`config.mk`:
```
export PLATFORM = sky130hd
export DESIGN_NAME = uart_command_emitter
export DESIGN_NICKNAME = d
export VERILOG_FILES = /design/src/rtl/uart_command_emitter.sv
export SDC_FILE = /design/constraint.sdc
export NUM_CORES = 2
export LEC_CHECK = 0
export ABC_AREA = 1
export CAP_MARGIN = 20
export CORE_AREA = 2 2 408 410
export DETAILED_ROUTE_END_ITERATION = 6
export DIE_AREA = 0 0 410 412
export GPL_TIMING_DRIVEN = 0
export MAX_ROUTING_LAYER = met4
export SETUP_SLACK_MARGIN = 0.05
export SYNTH_ARGS = -nofsm -noshare
export SYNTH_HDL_FRONTEND = slang
export SYNTH_SLANG_ARGS = --single-unit
```
`constraint.sdc`:
```
create_clock -name clk -period 97.9 [get_ports clk]
set_clock_uncertainty 0.2 [all_clocks]
set_input_delay 9.79 -clock clk [delete_from_list [all_inputs] [get_ports clk]]
set_output_delay 9.79 -clock clk [all_outputs]
set_load 0.05 [all_outputs]
```
`src/rtl/uart_command_emitter.sv`:
```
// Streams a latched command buffer to a UART TX byte interface, followed by the framing terminator.
// Latency: start sampled at edge N presents the first byte (tx_valid=1) right after edge N; 1 byte/cycle when tx_ready=1.
// Backpressure: tx_data/tx_valid hold while tx_ready=0; TIMEOUT consecutive stalled cycles abort the frame with error.
//
// Ports:
//   clk, reset            - clock, asynchronous active-high reset
//   start                 - one-cycle send request, sampled only in IDLE
//   input_data            - packed payload, byte i in [8i+7:8i]
//   input_data_size       - payload byte count (0..MAX_BYTES; larger sizes abort with error)
//   ble_side              - 1: terminator 0x0D, 0: terminator 0xBE,0xEF
//   tx_ready/tx_valid/tx_data - valid/ready byte stream to the UART TX
//   busy, done, error     - transfer in progress, end-of-transfer pulse, sticky error
//
// Optional build macro: UART_CMD_EMITTER_CHECKSUM_EN inserts an XOR checksum byte
// between the payload and the terminator.

module uart_command_emitter #(
  parameter int TIMEOUT   = 2000,
  parameter int MAX_BYTES = 128
) (
  input  logic          clk,
  input  logic          reset,
  input  logic          start,
  input  logic [1023:0] input_data,
  input  logic [7:0]    input_data_size,
  input  logic          ble_side,
  input  logic          tx_ready,
  output logic [7:0]    tx_data,
  output logic          tx_valid,
  output logic          busy,
  output logic          done,
  output logic          error
);

  localparam int CW = $clog2(TIMEOUT + 1);

`ifdef UART_CMD_EMITTER_CHECKSUM_EN
  typedef enum logic [2:0] {IDLE, SEND, CHECK, TERM1, TERM2, FINISH} state_t;
`else
  typedef enum logic [2:0] {IDLE, SEND, TERM1, TERM2, FINISH} state_t;
`endif

  state_t          state_q, state_d;
  logic [1023:0]   data_q, data_d;
  logic [7:0]      size_q, size_d;
  logic            ble_q, ble_d;
  logic [6:0]      idx_q, idx_d;
  logic [CW-1:0]   stall_q, stall_d;
  logic [7:0]      tx_data_q, tx_data_d;
  logic            tx_valid_q, tx_valid_d;
  logic            busy_q, busy_d;
  logic            done_q, done_d;
  logic            error_q, error_d;
`ifdef UART_CMD_EMITTER_CHECKSUM_EN
  logic [7:0]      csum_q, csum_d;
`endif

  logic       accept;
  logic       last_byte;
  logic [6:0] idx_nxt;

  assign accept    = tx_valid_q && tx_ready;
  assign idx_nxt   = idx_q + 7'd1;
  // Index is 7 bits; size 1..MAX_BYTES so size-1 always fits.
  assign last_byte = ({1'b0, idx_q} == (size_q - 8'd1));

  always_comb begin
    state_d    = state_q;
    data_d     = data_q;
    size_d     = size_q;
    ble_d      = ble_q;
    idx_d      = idx_q;
    stall_d    = stall_q;
    tx_data_d  = tx_data_q;
    tx_valid_d = tx_valid_q;
    busy_d     = busy_q;
    done_d     = 1'b0;
    error_d    = error_q;
`ifdef UART_CMD_EMITTER_CHECKSUM_EN
    csum_d     = csum_q;
`endif

    // Stall watchdog: any presented byte that is not taken counts toward the abort.
    if (tx_valid_q) begin
      if (tx_ready) begin
        stall_d = '0;
      end else if (stall_q == CW'(TIMEOUT - 1)) begin
        stall_d    = '0;
        tx_valid_d = 1'b0;
        error_d    = 1'b1;
        done_d     = 1'b1;
        state_d    = FINISH;
      end else begin
        stall_d = stall_q + CW'(1);
      end
    end

    case (state_q)
      IDLE: begin
        stall_d = '0;
        if (start) begin
          data_d  = input_data;
          size_d  = input_data_size;
          ble_d   = ble_side;
          idx_d   = '0;
          error_d = 1'b0;
          busy_d  = 1'b1;
`ifdef UART_CMD_EMITTER_CHECKSUM_EN
          csum_d  = 8'h00;
`endif
          if (int'(input_data_size) > MAX_BYTES) begin
            error_d = 1'b1;
            done_d  = 1'b1;
            state_d = FINISH;
          end else if (input_data_size == 8'd0) begin
            tx_valid_d = 1'b1;
`ifdef UART_CMD_EMITTER_CHECKSUM_EN
            tx_data_d  = 8'h00;
            state_d    = CHECK;
`else
            tx_data_d  = ble_side ? 8'h0D : 8'hBE;
            state_d    = TERM1;
`endif
          end else begin
            // Bytes come straight from the inputs this edge; the latch is valid from the next.
            tx_valid_d = 1'b1;
            tx_data_d  = input_data[7:0];
            state_d    = SEND;
          end
        end
      end

      SEND: begin
        if (accept) begin
`ifdef UART_CMD_EMITTER_CHECKSUM_EN
          csum_d = csum_q ^ tx_data_q;
`endif
          if (last_byte) begin
`ifdef UART_CMD_EMITTER_CHECKSUM_EN
            tx_data_d = csum_q ^ tx_data_q;
            state_d   = CHECK;
`else
            tx_data_d = ble_q ? 8'h0D : 8'hBE;
            state_d   = TERM1;
`endif
          end else begin
            idx_d     = idx_nxt;
            tx_data_d = data_q[{idx_nxt, 3'b000} +: 8];
          end
        end
      end

`ifdef UART_CMD_EMITTER_CHECKSUM_EN
      CHECK: begin
        if (accept) begin
          tx_data_d = ble_q ? 8'h0D : 8'hBE;
          state_d   = TERM1;
        end
      end
`endif

      TERM1: begin
        if (accept) begin
          if (ble_q) begin
            tx_valid_d = 1'b0;
            done_d     = 1'b1;
            state_d    = FINISH;
          end else begin
            tx_data_d = 8'hEF;
            state_d   = TERM2;
          end
        end
      end

      TERM2: begin
        if (accept) begin
          tx_valid_d = 1'b0;
          done_d     = 1'b1;
          state_d    = FINISH;
        end
      end

      FINISH: begin
        // done is high during this cycle; busy drops from the next one.
        tx_valid_d = 1'b0;
        tx_data_d  = 8'h00;
        busy_d     = 1'b0;
        state_d    = IDLE;
      end

      default: begin
        tx_valid_d = 1'b0;
        busy_d     = 1'b0;
        state_d    = IDLE;
      end
    endcase
  end

  always_ff @(posedge clk or posedge reset) begin
    if (reset) begin
      state_q    <= IDLE;
      data_q     <= '0;
      size_q     <= '0;
      ble_q      <= 1'b0;
      idx_q      <= '0;
      stall_q    <= '0;
      tx_data_q  <= '0;
      tx_valid_q <= 1'b0;
      busy_q     <= 1'b0;
      done_q     <= 1'b0;
      error_q    <= 1'b0;
`ifdef UART_CMD_EMITTER_CHECKSUM_EN
      csum_q     <= '0;
`endif
    end else begin
      state_q    <= state_d;
      data_q     <= data_d;
      size_q     <= size_d;
      ble_q      <= ble_d;
      idx_q      <= idx_d;
      stall_q    <= stall_d;
      tx_data_q  <= tx_data_d;
      tx_valid_q <= tx_valid_d;
      busy_q     <= busy_d;
      done_q     <= done_d;
      error_q    <= error_d;
`ifdef UART_CMD_EMITTER_CHECKSUM_EN
      csum_q     <= csum_d;
`endif
    end
  end

  assign tx_data  = tx_data_q;
  assign tx_valid = tx_valid_q;
  assign busy     = busy_q;
  assign done     = done_q;
  assign error    = error_q;

endmodule

```
==> metrics <==
# port buffers roughly 1000; H-tree Lvls 4; pin count of the biggest net entering global routing between 100 and 150; WS Path Type input pin to flop; sequential area share after synthesis a little over half; MaxCap Viol Count 0; worst hold stages 2; chip width 410 um; max-slew violations 0; RD Place Congestion approximately 1.0; Static Leak around 0.033 uW; grt ovf 0; Clock transition at path regs 60 ps; Multi-input gate area a little over 0.02 mm^2; Post-synth top flop dfrtp_1; pre-CTS WS about 85000 ps; # rows ~150; RSZ-0062 raised after global routing no; CP Data Required Time between 90000 and 100000 ps; Max VDD drop 0.02216 mV; failing checks design-rule violations; clk_lat worst skew 790 ps; synth top area cells dfrtp_1, nand2_1, nand3_1; routed vias/inst 5.411; Post-synth EDFFs 0; top-area cell type share of the netlist area between 50% and 60%; synth warn 0; Placed Cells ~10000; worst min-delay path category flop to flop; syn_nets between 7000 and 8000; postcts setup bufs 0; CP Launch Type input pin; Final Hold Vio Count 0; die area about 0.17 mm^2; Root Buffer clkbuf_16; status complete, but fails checks; final setup TNS 0 ps; Iter 0 DRT Violations approximately 7200; CTS Hold Bufs 0; endpoints failing setup 0; CTS Buf Count 130; fraction of layout cells with a size suffix above 1 6.866%; TritonCTS clock tree done; achievable frequency 0.07993 GHz; register area ~0.027 mm^2; WL/cell about 33 um; filler cell count 17070; worst setup margin roughly 85000 ps; global-route wire length before repair around 440 mm; clk sinks roughly 1100; critical path arrival around 13000 ps; total wire length 333.4 mm; initial antenna violation count slightly above 50; post-place instance area about 0.064 mm^2; WHS around 270 ps; largest area contributor in the netlist dfrtp_1; Post-Syn Area 0.05064 mm^2; post-DP HPWL around 260 mm; Reg2Reg Depth 14; Async S/R FF share, synth 100.0%; Syn Area/Cell ~7.5 um^2; I/O pins ~1000; Resize count post-CTS 0; post-route ant nets 0; Yosys reg bits ~1100; Period Utilization, post-route approximately an eighth; endpoint class of the critical path flop; DRC viols 5; final design area excluding fillers between 0.06 and 0.07 mm^2; Die Y 412 um; Vias approximately 55000; CTS Buffer Depth 3; power per cell area 27.06 mW/mm^2; core area between 0.15 and 0.2 mm^2; Final Critical Period between 10000 and 15000 ps; Pre-antenna DRT Iters 7; nets@finish approximately 9000; Syn-to-layout area delta 35.96%; measured slew at the worst slew-check pin approximately 1300 ps; synthesized instance count about 6700; Max FO, Critical Path 12; Starting Density a little under a third; number of global-route vias before repair between 50000 and 60000; GRT Total Usage between 30% and 40%; library cells used by synthesis 36; Layout Cells excl Fill just over 10000; relative slew slack 11.03%
==> cell usage in the layout, fill, tap and decap left out, drive strengths merged <==
cell type and instances:
nor2 47, ha 3, a31o 1, xnor2 2
nand3 793, nand2 3246, a31oi 2, nor3 11
bufinv 11, o311ai 1, nor3b 2, o21ai 436
o211ai 118, o22ai 2, diode 36, inv 356
or2 9, clkbuf 332, clkinv 24, xor2 12
a21oi 145, o31a 1, buf 328, dfrtp 1066
clkinvlp 4, a21o 1, nand4 5, clkdlybuf4s50 1048
and3 2, a32o 1, nor4 2
==> cells in the mapped netlist, drive strengths merged, types with 2 or more instances <==
cell type,number
nand2,3246
dfrtp,1066
nand3,793
o21ai,436
inv,350
buf,309
a21oi,145
clkbuf,143
o211ai,118
nor2,47
xor2,12
nor3,11
or2,9
nand4,5
ha,3
a31oi,2
and3,2
nor3b,2
nor4,2
o22ai,2
xnor2,2
==> flip-flops by register name, indices dropped and copies added, names as in the netlist <==
register,count
data_q,1024
error,1
tx_data,8
ble_q,1
state_q,3
done,1
stall_q,11
size_q,8
tx_valid,1
busy,1
idx_q,7
==> through the flow <==
step           total power (uW)  utilization (%)
2_1_floorplan             838.8                -
5_1_grt                    1886            41.91
6_report                   1863            41.92
3_5_place_dp               1312            39.15
3_3_place_gp               1300            38.89
4_1_cts                    1823            41.87
==> cell families (layout without fill, tap and decap cells) <==
logic type / count (synthesis) / after routing / synth area share [%]
xor gates and xnor gates: 14 / 14 / 0.2718
adders and majority gates: 3 / 3 / 0.07413
buffers and inverters: 802 / 2103 / 6.718
and+or+nand+nor: 4117 / 4117 / 32.63
DFF: 1066 / 1066 / 52.67
other: 0 / 36 / 0
AOI/OAI and AO/OA: 708 / 708 / 7.627
==> final timing paths <==
kind	slack, ps	startpoint	end
max	85390	start	data_q[124]
min	270	data_q[889]	data_q[889]
max reg2reg	93480	idx_q[1]	tx_data[5]
min reg2reg	270	data_q[889]	data_q[889]
max in group asynchronous	85930	reset	data_q[15]
min in group asynchronous	9300	reset	data_q[586]
==> power breakdown <==
part | switching (uW) | internal (uW) | leakage, uW
clock | 212 | 304 | 0.00219
combinational | 646 | 203 | 0.0181
sequential | 22.6 | 476 | 0.0132
total | 880 | 983 | 0.0334
==> routing by layer <==
layer	up-vias	routed length [um]	GRT usage, %
met2	3527	149000	60.32
met3	748	30550	8.502
met4	0	22220	21.88
met1	27386	131600	49.03
met5	-	0	-
li1	23722	-	-
==> cell type report <==
cell class | instances | share of cell area (%)
well taps | 2189 | 3.978
multi-input cells | 4842 | 29.87
plain buffers | 452 | 3.040
inverters | 350 | 1.923
clock inverters | 45 | 0.8777
diodes | 36 | 0.1308
flip-flops and latches | 1066 | 38.74
clock buffers | 189 | 5.608
repair buffers | 1067 | 15.83
==> critical path, stage by stage <==
cell and delay, ps:
clkdlybuf4s50_1 490, inv_1 50, nor2_2 550, buf_2 770
buf_2 650, buf_2 490, nand2_1 120, nand2_1 90
Note: power is estimated with default switching activity, not from simulation.
